==> src/rtl/magma_pkg.sv <==
// Shared definitions for the Magma (GOST R 34.12-2015) cipher core:
// S-box table, FSM state type, round-key selection and the round function g.
package magma_pkg;

    localparam int ROUNDS = 32;

    typedef enum logic [1:0] {IDLE, RUN, DONE} magma_state_e;

    // Each row is one pi box; the output for input nibble n sits at bits [4n+3:4n].
    localparam logic [63:0] MAGMA_PI [8] = '{
        64'h1F30_7D8E_9B5A_264C,
        64'hF0DB_74E1_C5A9_3286,
        64'h069C_471E_DAF2_853B,
        64'hB9E3_5A07_6F4D_128C,
        64'hC24B_E390_D618_A5F7,
        64'h0E34_187B_AC29_6FD5,
        64'h73AD_0B4F_C196_52E8,
        64'h2BC9_6AF4_3850_DE71
    };

    // Zero-based key word index (0 = K1 = key[255:224]) used in a given round.
    function automatic logic [2:0] magma_key_idx(input logic [4:0] round, input logic decrypt);
        logic [4:0] fwd_rounds;
        fwd_rounds = decrypt ? 5'd8 : 5'd24;
        return (round < fwd_rounds) ? round[2:0] : (3'd7 - round[2:0]);
    endfunction

    function automatic logic [31:0] magma_g(input logic [31:0] x, input logic [31:0] k);
        logic [31:0] s;
        logic [31:0] t;
        logic [63:0] row;
        s = x + k;
        t = '0;
        for (int n = 0; n < 8; n++) begin
            row = MAGMA_PI[n];
            t[4*n +: 4] = row[{s[4*n +: 4], 2'b00} +: 4];
        end
        return {t[20:0], t[31:21]};
    endfunction

endpackage

==> src/rtl/magma_cipher_core_round.sv <==
// One combinational Magma round; the final round skips the half swap.
module magma_round
    import magma_pkg::*;
(
    input  logic [31:0] a1,
    input  logic [31:0] a0,
    input  logic [31:0] k,
    input  logic        last,
    output logic [31:0] a1_n,
    output logic [31:0] a0_n
);

    logic [31:0] mix;

    assign mix  = magma_g(a0, k) ^ a1;
    assign a1_n = last ? mix : a0;
    assign a0_n = last ? a0  : mix;

endmodule

==> src/rtl/magma_cipher_core.sv <==
// Iterative Magma encrypt/decrypt core with valid/ready handshake on both sides;
// ROUNDS_PER_CYCLE chained rounds are evaluated each clock.
module magma_cipher_core
    import magma_pkg::*;
#(
    parameter int ROUNDS_PER_CYCLE = 1
) (
    input  logic         clk,
    input  logic         rst_n,
    input  logic         in_valid,
    output logic         in_ready,
    input  logic [63:0]  in_block,
    input  logic [255:0] in_key,
    input  logic         in_decrypt,
    output logic         out_valid,
    input  logic         out_ready,
    output logic [63:0]  out_block
);

    localparam int         NUM_CYCLES = ROUNDS / ROUNDS_PER_CYCLE;
    localparam logic [4:0] LAST       = 5'(NUM_CYCLES - 1);

    if (!(ROUNDS_PER_CYCLE == 1 || ROUNDS_PER_CYCLE == 2 || ROUNDS_PER_CYCLE == 4 ||
          ROUNDS_PER_CYCLE == 8 || ROUNDS_PER_CYCLE == 16 || ROUNDS_PER_CYCLE == 32)) begin : g_bad_param
        $error("magma_cipher_core: ROUNDS_PER_CYCLE must be 1, 2, 4, 8, 16 or 32");
    end

    magma_state_e state, state_n;
    logic [4:0]   cnt;
    logic [255:0] key_r;
    logic         dec_r;
    logic [31:0]  a1_r, a0_r;
    logic [63:0]  out_r;
    logic         accept;
    logic         last_cyc;
    logic [31:0]  fin_a1, fin_a0;

    assign accept   = in_valid && in_ready;
    assign last_cyc = (cnt == LAST);

    for (genvar j = 0; j < ROUNDS_PER_CYCLE; j++) begin : g_round
        logic [31:0] a1_i, a0_i, a1_o, a0_o, rk;
        logic [4:0]  ridx;
        logic [2:0]  kidx;

        if (j == 0) begin : g_first
            assign a1_i = a1_r;
            assign a0_i = a0_r;
        end else begin : g_next
            assign a1_i = g_round[j-1].a1_o;
            assign a0_i = g_round[j-1].a0_o;
        end

        assign ridx = 5'(int'(cnt) * ROUNDS_PER_CYCLE + j);
        assign kidx = magma_key_idx(ridx, dec_r);
        assign rk   = key_r[(7 - int'(kidx)) * 32 +: 32];

        magma_round u_round (
            .a1   (a1_i),
            .a0   (a0_i),
            .k    (rk),
            .last (ridx == 5'd31),
            .a1_n (a1_o),
            .a0_n (a0_o)
        );
    end

    assign fin_a1 = g_round[ROUNDS_PER_CYCLE-1].a1_o;
    assign fin_a0 = g_round[ROUNDS_PER_CYCLE-1].a0_o;

    always_comb begin
        state_n   = state;
        in_ready  = 1'b0;
        out_valid = 1'b0;
        case (state)
            IDLE: begin
                in_ready = 1'b1;
                if (in_valid) state_n = RUN;
            end
            RUN: begin
                if (last_cyc) state_n = DONE;
            end
            DONE: begin
                out_valid = 1'b1;
                in_ready  = out_ready;
                if (out_ready) state_n = in_valid ? RUN : IDLE;
            end
            default: state_n = IDLE;
        endcase
    end

    always_ff @(posedge clk or negedge rst_n) begin
        if (!rst_n) begin
            state <= IDLE;
            cnt   <= '0;
            key_r <= '0;
            dec_r <= 1'b0;
            out_r <= '0;
        end else begin
            state <= state_n;
            if (accept) begin
                cnt   <= '0;
                key_r <= in_key;
                dec_r <= in_decrypt;
            end else if (state == RUN && !last_cyc) begin
                cnt <= cnt + 5'd1;
            end
            // The visible result only moves when a new block finishes, so it holds through DONE.
            if (state == RUN && last_cyc) out_r <= {fin_a1, fin_a0};
        end
    end

    always_ff @(posedge clk) begin
        if (accept) begin
            {a1_r, a0_r} <= in_block;
        end else if (state == RUN) begin
            {a1_r, a0_r} <= {fin_a1, fin_a0};
        end
    end

    assign out_block = out_r;

endmodule

==> config.mk <==
export PLATFORM = sky130hd
export DESIGN_NAME = magma_cipher_core
export DESIGN_NICKNAME = d
export VERILOG_FILES = /design/src/rtl/magma_pkg.sv /design/src/rtl/magma_cipher_core_round.sv /design/src/rtl/magma_cipher_core.sv
export SDC_FILE = /design/constraint.sdc
export NUM_CORES = 1
export LEC_CHECK = 0
export CAP_MARGIN = 10
export CORE_MARGIN = 3
export CORE_UTILIZATION = 40
export CTS_BUF_LIST = sky130_fd_sc_hd__clkbuf_4
export CTS_CLUSTER_SIZE = 24
export DETAILED_ROUTE_END_ITERATION = 8
export SYNTH_ARGS = -nofsm -noshare
export SYNTH_HDL_FRONTEND = slang
export SYNTH_SLANG_ARGS = --single-unit
==> constraint.sdc <==
create_clock -name clk -period 8.84 [get_ports clk]
set_input_delay 1.326 -clock clk [delete_from_list [all_inputs] [get_ports clk]]
set_output_delay 1.326 -clock clk [all_outputs]
set_load 0.02 [all_outputs]
== Word level (Yosys, flattened, before mapping) ==
Cells that the tools add are included.

* Flip-flop bits (word level): 392
* Output and inout bits: 66
* Input port bits: 325
* Logic and storage cells: 53

* Mux-type cells: 17
* Equal/unequal tests: 6
* Bitwise logic cells: 1
* Add/sub/neg operators: 4
* $lt $le $gt $ge: 1
* Reduce and logical (&&, ||, !) cells: 8
* Shift-type cells: 9

{| class="wikitable"
|+ Operator list
! kind !! count
|-
| variable part select 64 x 7 -> 4 bit, first input constant || 8
|-
| variable part select 256 x 9 -> 32 bit || 1
|-
| 2-to-1 mux 32 bit || 6
|-
| adder 32 bit || 1
|-
| bitwise XOR 32 bit || 1
|-
| 2-to-1 mux 5 bit || 3
|-
| 2-to-1 mux 2 bit || 3
|-
| case mux 2 bit (3 select lines) || 1
|-
| adder 5 x 1 -> 5 bit, second input constant || 1
|-
| == test 5 bit, second input constant || 1
|-
| < comparator 5 bit || 1
|-
| inequality test 2 bit, second input constant || 2
|-
| nonzero test 2 bit || 2
|-
| subtractor 3 x 3 -> 4 bit, first input constant || 1
|-
| logical AND 1 bit || 3
|-
| 2-to-1 mux 3 bit || 1
|-
| AND reduction 3 bit || 1
|-
| subtractor 3 bit, first input constant || 1
|-
| == test 2 x 1 -> 1 bit, second input constant || 1
|-
| == test 2 bit, second input constant || 1
|-
| zero test 2 bit || 1
|-
| 2-to-1 mux 1 bit || 2
|-
| inequality test 2 x 1 -> 1 bit, second input constant || 1
|-
| case mux 1 bit (2 select lines) || 1
|-
| zero test 1 bit || 1
|}

== Logic depth before layout (Yosys ltp) ==
* Depth after elaboration: 11
* Mapped depth: 22
* Gate-level depth less buffers: 21

== By module ==
From an unflattened synthesis, not the netlist that was laid out.

* Cells, all modules: 2779
* Area, all modules: 24268.3 µm²

{| class="wikitable"
|+ Modules (own cells, without submodules)
! module !! times used !! area an instance (µm²) !! cells an instance
|-
| magma_cipher_core || 1 || 20073.0 || 2205
|-
| magma_round || 1 || 4195.3 || 574
|}

== Least setup slack after synthesis ==
Ideal clock, no wire load.

* Kind: register to register
* Start point: register cnt[4]
* End point: register a1_r[23], data pin
* Clock period less this slack: 6.296 ns
* Setup slack: 2.544 ns
* Cell stages (with the launch flop): 22
* Buffers on the path: 1
* Data arrival time: 6.027 ns
* Cells stage by stage: dfrtp_1 > ha_1 > a21oi_2 > xnor2_1 > clkbuf_1 > mux4_2 > mux2_2 > ha_1 > fa_1 > a211oi_1 > o211ai_1 > a21boi_2 > o21ai_0 > xor2_1 > inv_1 > ha_1 > or2_2 > mux4_2 > xnor2_1 > nor2_1 > a21oi_1 > o21ai_0

* Cells in the longest elaborated chain, start to end: 10

{| class="wikitable"
|+ Ends and longest elaborated chain
! what !! line !! RTL
|-
| from (decl) || magma_cipher_core.sv:29 || <nowiki>logic [4:0] cnt;</nowiki>
|-
| from (signal assigned) || magma_cipher_core.sv:106 || <nowiki>cnt <= cnt + 5'd1;</nowiki>
|-
| < comparator 5 bit || magma_pkg.sv:25 || <nowiki>return (round < fwd_rounds) ? round[2:0] : (3'd7 - round[2:0]);</nowiki>
|-
| 2-to-1 mux 3 bit || magma_pkg.sv:25 ||
|-
| subtractor 3 x 3 -> 4 bit || magma_cipher_core.sv:56 || <nowiki>assign rk = key_r[(7 - int'(kidx)) * 32 +: 32];</nowiki>
|-
| variable part select 256 x 9 -> 32 bit || magma_cipher_core.sv:56 ||
|-
| adder 32 bit || magma_pkg.sv:32 || <nowiki>s = x + k;</nowiki>
|-
| variable part select 64 x 7 -> 4 bit || magma_pkg.sv:36 || <nowiki>t[4*n +: 4] = row[{s[4*n +: 4], 2'b00} +: 4];</nowiki>
|-
| bitwise XOR 32 bit || magma_cipher_core_round.sv:15 || <nowiki>assign mix = magma_g(a0, k) ^ a1;</nowiki>
|-
| 2-to-1 mux 32 bit (*) || magma_cipher_core_round.sv:16 || <nowiki>assign a1_n = last ? mix : a0;</nowiki>
|-
| 2-to-1 mux 32 bit (*) || magma_cipher_core.sv:116 || <nowiki>end else if (state == RUN) begin</nowiki>
|-
| 2-to-1 mux 32 bit (*) || magma_cipher_core.sv:114 || <nowiki>if (accept) begin</nowiki>
|-
| to (signal assigned) || magma_cipher_core.sv:115 || <nowiki>{a1_r, a0_r} <= in_block;</nowiki>
|-
| to (signal assigned) || magma_cipher_core.sv:117 || <nowiki>{a1_r, a0_r} <= {fin_a1, fin_a0};</nowiki>
|-
| to (decl) || magma_cipher_core.sv:32 || <nowiki>logic [31:0] a1_r, a0_r;</nowiki>
|}

Mark *: on every way between the ends. The rest lies on a longest branch, timed or not. The select of a mux whose other input is x is not followed.
A chain may end at the register's enable or synchronous reset.

== Worst setup path in the final report ==
Same ends and word-level chain as after synthesis.

==> impl_metrics.xml <==
<?xml version="1.0" encoding="UTF-8"?>
<metrics>
  <group name="worst_setup_path">
    <metric name="setup.worst_path.start_class" unit="">flip-flop</metric>
    <metric name="worstPathCellList" unit="">ha_1 &gt; a21oi_2 &gt; xnor2_2 &gt; buf_4 &gt; mux4_2 &gt; mux2_2 &gt; ha_1 &gt; o211ai_1 &gt; o21ai_1 &gt; o21ai_0 &gt; o21ai_0 &gt; xor2_1 &gt; inv_1 &gt; ha_1 &gt; or2_2 &gt; mux4_2 &gt; xnor2_1 &gt; nor2_1 &gt; a21oi_1 &gt; o21ai_0</metric>
    <metric name="critPathSlowestCell" unit="">sky130_fd_sc_hd__buf_4</metric>
    <metric name="cp_slowest_stage_delay" unit="ps">730</metric>
    <metric name="worst_ep_required_time" unit="ps">9390</metric>
    <metric name="cp_max_fo" unit="">44</metric>
    <metric name="timing.critical_path.to_type" unit="">flip-flop</metric>
    <metric name="timing_worst_setup_path_type" unit="">reg -&gt; reg</metric>
    <metric name="timing.critical_path.max_delay_family" unit="">compound AO/OA/AOI/OAI gates</metric>
    <metric name="worst-path-buf-inv" unit="">2</metric>
    <metric name="crit_arrival" unit="ps">7510</metric>
  </group>
  <group name="routing">
    <metric name="num_vias" unit="">17860</metric>
    <metric name="average_vias_per_placed_instance" unit="">5.28</metric>
    <metric name="wl_per_cell" unit="µm">20.0</metric>
    <metric name="drcViolationCount" unit="">0</metric>
    <metric name="drt_pre_antenna_iters" unit="">5</metric>
    <metric name="detailedRoute.firstIterationViolations" unit="">1492</metric>
    <metric name="postRouteAntennaNets" unit="">0</metric>
    <metric name="totalWireLength" unit="mm">67.8</metric>
  </group>
  <group name="global_route">
    <metric name="overflow" unit="">0</metric>
    <metric name="number_of_antenna_violations_at_the_first_check_in_global_routing" unit="">11</metric>
    <metric name="first_global_vias" unit="">18065</metric>
    <metric name="grt_first_pass_wirelength" unit="mm">105</metric>
    <metric name="groute.usage.overall" unit="">0.241</metric>
    <metric name="grt_max_degree" unit="">227</metric>
  </group>
  <group name="place">
    <metric name="place_hpwl" unit="mm">49.5</metric>
    <metric name="post_dp_cell_area" unit="µm²">25600</metric>
    <metric name="placed_cells_incl_taps" unit="">3190</metric>
    <metric name="io_buffers" unit="">390</metric>
    <metric name="gpl.final_weighted_congestion" unit="">0.885</metric>
  </group>
  <group name="die">
    <metric name="die_h" unit="µm">236</metric>
    <metric name="row_count" unit="">83</metric>
    <metric name="dieArea" unit="µm²">55500</metric>
    <metric name="design.portCount" unit="">391</metric>
    <metric name="initial_core_util" unit="">0.408</metric>
    <metric name="die_w" unit="µm">236</metric>
    <metric name="core_region_area" unit="µm²">51700</metric>
  </group>
  <group name="timing">
    <metric name="worst_slew_margin_rel" unit="">0.265</metric>
    <metric name="grt_setup_unrepaired" unit="">no</metric>
    <metric name="layout_worst_path_cycle_share" unit="">0.787</metric>
    <metric name="max_slew_violation_total_from_the_final_report" unit="">0</metric>
    <metric name="setup_tns" unit="ps">0</metric>
    <metric name="maxClockFrequency" unit="MHz">144</metric>
    <metric name="worst-slew-pin-transition" unit="ps">1100</metric>
    <metric name="fin_skew" unit="ps">73.9</metric>
    <metric name="finalWorstPathRequiredPeriod" unit="ps">6960</metric>
    <metric name="report.final.hold_viol_count" unit="">0</metric>
    <metric name="report.final.setup_viol" unit="">0</metric>
  </group>
  <group name="yosys">
    <metric name="syn_inst" unit="">2230</metric>
    <metric name="synth.ff_latch_count" unit="">392</metric>
    <metric name="synth_top_flop_cell" unit="">sky130_fd_sc_hd__dfrtp_1</metric>
    <metric name="cell_area_after_synthesis" unit="µm²">21100</metric>
    <metric name="ys_warnings" unit="">0</metric>
    <metric name="number_of_flops_mapped_to_enable_cells_by_yosys" unit="">64</metric>
    <metric name="synth_fp_nets" unit="">2633</metric>
    <metric name="synth_cell_type_count" unit="">70</metric>
    <metric name="synth_sequential_area_ratio" unit="">0.480</metric>
    <metric name="syn-mean-instance-area" unit="µm²">9.46</metric>
    <metric name="async_reset_ff_frac" unit="">0.837</metric>
  </group>
  <group name="clocking">
    <metric name="clk_transition_reported_paths" unit="ps">70</metric>
    <metric name="cts_tree" unit="">built</metric>
    <metric name="clock_tree.buffer_depth" unit="">3</metric>
    <metric name="cts_hold_repair.buffers" unit="">0</metric>
    <metric name="post_cts.resized_instances" unit="">0</metric>
    <metric name="clk_root_buffer_cell" unit="">sky130_fd_sc_hd__clkbuf_4</metric>
    <metric name="htreeDepth" unit="">3</metric>
    <metric name="cts_num_sinks" unit="">392</metric>
    <metric name="postCtsSetupRepairBufs" unit="">0</metric>
    <metric name="clkLatencyLatePin" unit="ps">840</metric>
    <metric name="cts_buffers" unit="">105</metric>
  </group>
  <group name="worst_hold_path">
    <metric name="worstHoldPathType" unit="">reg -&gt; reg</metric>
  </group>
  <group name="layout">
    <metric name="layout-drive-gt1-share" unit="">0.131</metric>
    <metric name="count_of_nets_after_finishing" unit="">3020</metric>
    <metric name="instances_no_fill" unit="">3382</metric>
    <metric name="postLayoutCellArea" unit="µm²">26900</metric>
    <metric name="syn2layout_area_growth" unit="%">27.7</metric>
    <metric name="final_util" unit="">0.521</metric>
  </group>
  <group name="status">
    <metric name="outcome" unit="">finished, final reports clean</metric>
  </group>
  <group name="run">
    <metric name="max_cap_viol_count" unit="">0</metric>
  </group>
</metrics>
## cell usage in the layout, fill, tap and decap left out, types with 5 or more instances in the layout
cell,synthesis,layout
sky130_fd_sc_hd__nand2_1,870,868
sky130_fd_sc_hd__clkdlybuf4s50_1,0,389
sky130_fd_sc_hd__dfrtp_1,328,328
sky130_fd_sc_hd__clkbuf_4,0,167
sky130_fd_sc_hd__o21ai_0,105,105
sky130_fd_sc_hd__a21oi_1,101,101
sky130_fd_sc_hd__ha_1,77,77
sky130_fd_sc_hd__mux4_2,72,72
sky130_fd_sc_hd__mux2_2,66,66
sky130_fd_sc_hd__edfxtp_1,64,64
sky130_fd_sc_hd__nor2_1,50,50
sky130_fd_sc_hd__inv_1,45,45
sky130_fd_sc_hd__xnor2_1,36,33
sky130_fd_sc_hd__and3_1,32,32
sky130_fd_sc_hd__mux2i_1,30,30
sky130_fd_sc_hd__xor2_1,26,26
sky130_fd_sc_hd__nand3_1,22,22
sky130_fd_sc_hd__buf_4,1,18
sky130_fd_sc_hd__a21o_1,17,17
sky130_fd_sc_hd__or3_1,15,15
sky130_fd_sc_hd__clkinv_1,0,15
sky130_fd_sc_hd__o211ai_1,12,12
sky130_fd_sc_hd__nor3_1,10,10
sky130_fd_sc_hd__o21a_1,10,10
sky130_fd_sc_hd__a211o_1,9,9
sky130_fd_sc_hd__a211oi_1,8,8
sky130_fd_sc_hd__nor2b_1,8,8
sky130_fd_sc_hd__o21ai_1,6,6
sky130_fd_sc_hd__a31oi_1,6,6
sky130_fd_sc_hd__nand4_1,5,5
## through the flow
step | worst slack, ps | hold slack (ps)
6_report | 1880 | 468
5_1_grt | 1450 | 487
4_1_cts | 1930 | 452
3_5_place_dp | 1950 | 457
3_3_place_gp | 2240 | 454
2_1_floorplan | 2540 | 440
## metal layers
| metal | part of all wire | global-route usage |
|---|---|---|
| met4 | 0.014 | 0.0557 |
| met3 | 0.075 | 0.0573 |
| met2 | 0.45 | 0.372 |
| met1 | 0.46 | 0.346 |
| met5 | 0.0017 | 0 |
## path summary, 6_finish.rpt
kind | from | to | slack, ps | cells after the start
worst max-delay path | cnt[4] | a1_r[23] | 1880 | 20
worst min-delay path | key_r[23] | key_r[23] | 470 | 2
worst max register to register | cnt[4] | a1_r[23] | 1880 | 20
worst min register to register | key_r[23] | key_r[23] | 470 | 2
max in group asynchronous | rst_n | key_r[128] | 6350 | 3
min in group asynchronous | rst_n | out_block[10] | 540 | 1
## cell usage after synthesis (all sizes together), types with 5 or more instances
cell type	instances	area (µm²)
nand3	23	120
nand4	5	31.3
nor2	50	188
ha	77	963
a21o	17	128
buf	6	31.3
mux2i	31	314
o211ai	12	90.1
a21oi	102	514
nand2	871	3270
dfrtp	328	8210
edfxtp	64	1920
nor2b	8	50.1
inv	45	169
clkbuf	123	462
nor3	10	50.1
or2	6	37.5
mux4	72	1620
or3	15	93.8
o21a	10	75.1
and3	33	211
a31oi	6	37.5
a211oi	8	60.1
xor2	26	228
mux2	67	758
a211o	9	78.8
xnor2	37	332
o21ai	111	556
## sequential cells by signal (all words and copies together) (netlist names)
signal and flops:
dec_r 1, cnt 5, state 2, a0_r 32
out_block 64, key_r 256, a1_r 32
## area by class of cell
type | count | area, µm²
antenna | 4 | 10.0
clock buffer | 167 | 1250
clock inverter | 21 | 113
fill | 4735 | 24800
inverter | 45 | 169
multi-input combinational | 1664 | 10300
sequential | 392 | 10100
tap | 680 | 851
timing repair buffer | 409 | 4060
## kinds of logic (layout without fill, tap and decap cells)
logic type	Yosys count	in the layout	synth area share
XOR/XNOR	63	63	0.0265
other	0	4	0
AO/OA/AOI/OAI	311	311	0.0884
buffers and inverters	174	642	0.0314
AND/OR/NAND/NOR	1042	1042	0.199
multiplexers	170	170	0.128
adder cells (fa/ha/maj)	78	78	0.0466
flip-flops	392	392	0.480
## worst min-delay path, delay by kind of cell, from the launching register on
kind	cells	cell delay, ps
simple gates	2	100
flops	1	340
Power is left out: the tool's default activity adds up to more than one toggle a clock period on the data nets, which glitch-free logic cannot reach.
==> patch: new RTL, same flow settings <==
Re-encode `magma_state_e` (3 states) as one-hot, 3 bits wide.
--- a/src/rtl/magma_pkg.sv
+++ b/src/rtl/magma_pkg.sv
@@ -4,7 +4,7 @@
 
     localparam int ROUNDS = 32;
 
-    typedef enum logic [1:0] {IDLE, RUN, DONE} magma_state_e;
+    typedef enum logic [2:0] {IDLE = 3'b001, RUN = 3'b010, DONE = 3'b100} magma_state_e;
 
     // Each row is one pi box; the output for input nibble n sits at bits [4n+3:4n].
     localparam logic [63:0] MAGMA_PI [8] = '{
Formal check against the unedited RTL: same outputs for any inputs over 4 cycles, from zero or initial values and one cycle with rst_n low; so few cycles prove little.
==> patch against the unedited design <==
Cell area about the same; area after synthesis hardly changed; non-clock buffer count decreased by 2; sequential cell count grew 1; setup slack worse by 140 ps; routed wire length increased by 1.4%; sequential share of layout area up 0.085 points.
Power is left out: the tool's default activity adds up to more than one toggle a clock period on the data nets, which glitch-free logic cannot reach.
==> patch: results (changes against the unedited design) <==
stage,metric,value,unit,change
placement,Placed Cells incl. Taps,3230,,+1.3%
layout,Multi-input comb cells,1715,,+3.1%
layout,Post-Layout Cell Count,3416,,+1.0%
layout,ClkCell Share,5.035,%,-0.039 points
layout,Non-CTS inverters,35,,-22%
layout,Fill cells,4771,,+0.76%
worst_hold_path,Worst Hold Class,input port to async pin,,
synthesis,xor and xnor area share after synthesis,2.852,%,+0.20 points
route,"wirelength, routed",68.75,mm,+1.4%
worst_setup_path,FF-to-FF End,a1_r[2],,
synthesis,post-synthesis cell count,2272,,+1.9%
layout,P&R area growth vs syn,27.67,%,about the same
grt,number of global-route vias before repair,18220,,+0.87%
worst_setup_path,cell count of the worst reg-to-reg path,22,,+10%
worst_setup_path,crit path max-delay cell type,mux4_2,,
layout,share of cells above drive strength 1,12.03,%,-1.1 points
synthesis,syn_nets,2675,,+1.6%
placement,routability cong.,0.8633,,-2.5%
outcome,status,finished clean,,
placement,area post-placement,25580,um^2,about the same
layout,ant diodes,2,,-2
synthesis,Synth async-reset ratio,83.72,%,about the same
route,drt initial violations,1341,,-10%
grt,first-pass GRT wire length,105.9,mm,+0.86%
synthesis,adder-cell share of the synthesized area,4.661,%,about the same
synthesis,"Seq/Total Area, Yosys",48.13,%,+0.11 points
synthesis,Synth Area in Compound Gates,7.881,%,-0.96 points
grt,GRT Util Overall,24.43,%,+0.29 points
layout,Multi-input gate area,10370,um^2,+0.24%
worst_setup_path,CP max FO,62,,+41%
synthesis,average size of a mapped cell,9.287,um^2,-1.8%
layout,# clk buffers,157,,-6.0%
synthesis,Post-synth top cells,"nand2_1 (974), dfrtp_1 (328), clkbuf_1 (121)",,
[patch: cell types whose count changed in the layout (fill, tap and decap cells not counted), sizes merged, moves of 8 or more]
| cell | delta |
|---|---|
| or3 | -8 |
| xnor2 | +9 |
| mux2 | -28 |
| o211ai | -8 |
| and3 | -8 |
| a31oi | +10 |
| nor2 | +24 |
| nand2 | +103 |
| a21oi | -23 |
| o21ai | -22 |
| clkbuf | -10 |
| inv | -11 |
[patch: cell families (layout without fill, tap and decap cells)]
kind of cell             after synthesis  count (layout)
AO/OA/AOI/OAI                        270             270
XOR/XNOR                              67              67
adder cells (fa/ha/maj)               78              78
buffers and inverters                164             626
flip-flops                           393             393
multiplexers                         148             148
other                                  0               2
AND/OR/NAND/NOR                     1152            1152
[patch: worst max-delay path: cells and delay by family (launching register included)]
kind / cells / cell delay, ps
simple gates: 2 / 440
compound gates: 9 / 2590
xor+xnor: 3 / 820
mux: 2 / 890
fa+ha+maj: 3 / 920
buf+inv: 3 / 650
flops: 1 / 400
[patch: how the worst max path moves through the flow]
stage / start / end / slack, ps / cells past startpoint
2_1_floorplan: cnt[4] / a0_r[7] / 2630 / 23
3_3_place_gp: cnt[4] / a0_r[7] / 1890 / 22
3_5_place_dp: cnt[4] / a1_r[2] / 1750 / 22
4_1_cts: cnt[4] / a1_r[2] / 1660 / 22
5_1_grt: cnt[4] / a1_r[2] / 1100 / 22
6_report: cnt[4] / a1_r[2] / 1740 / 22
[patch: layer usage]
metal	part of all wire (%)	wire length (um)	GRT usage, %
met4	2.0	1385	6.619
met3	6.6	4504	4.873
met1	46	31680	34.84
met2	45	31160	38.16
met5	0.031	21	0
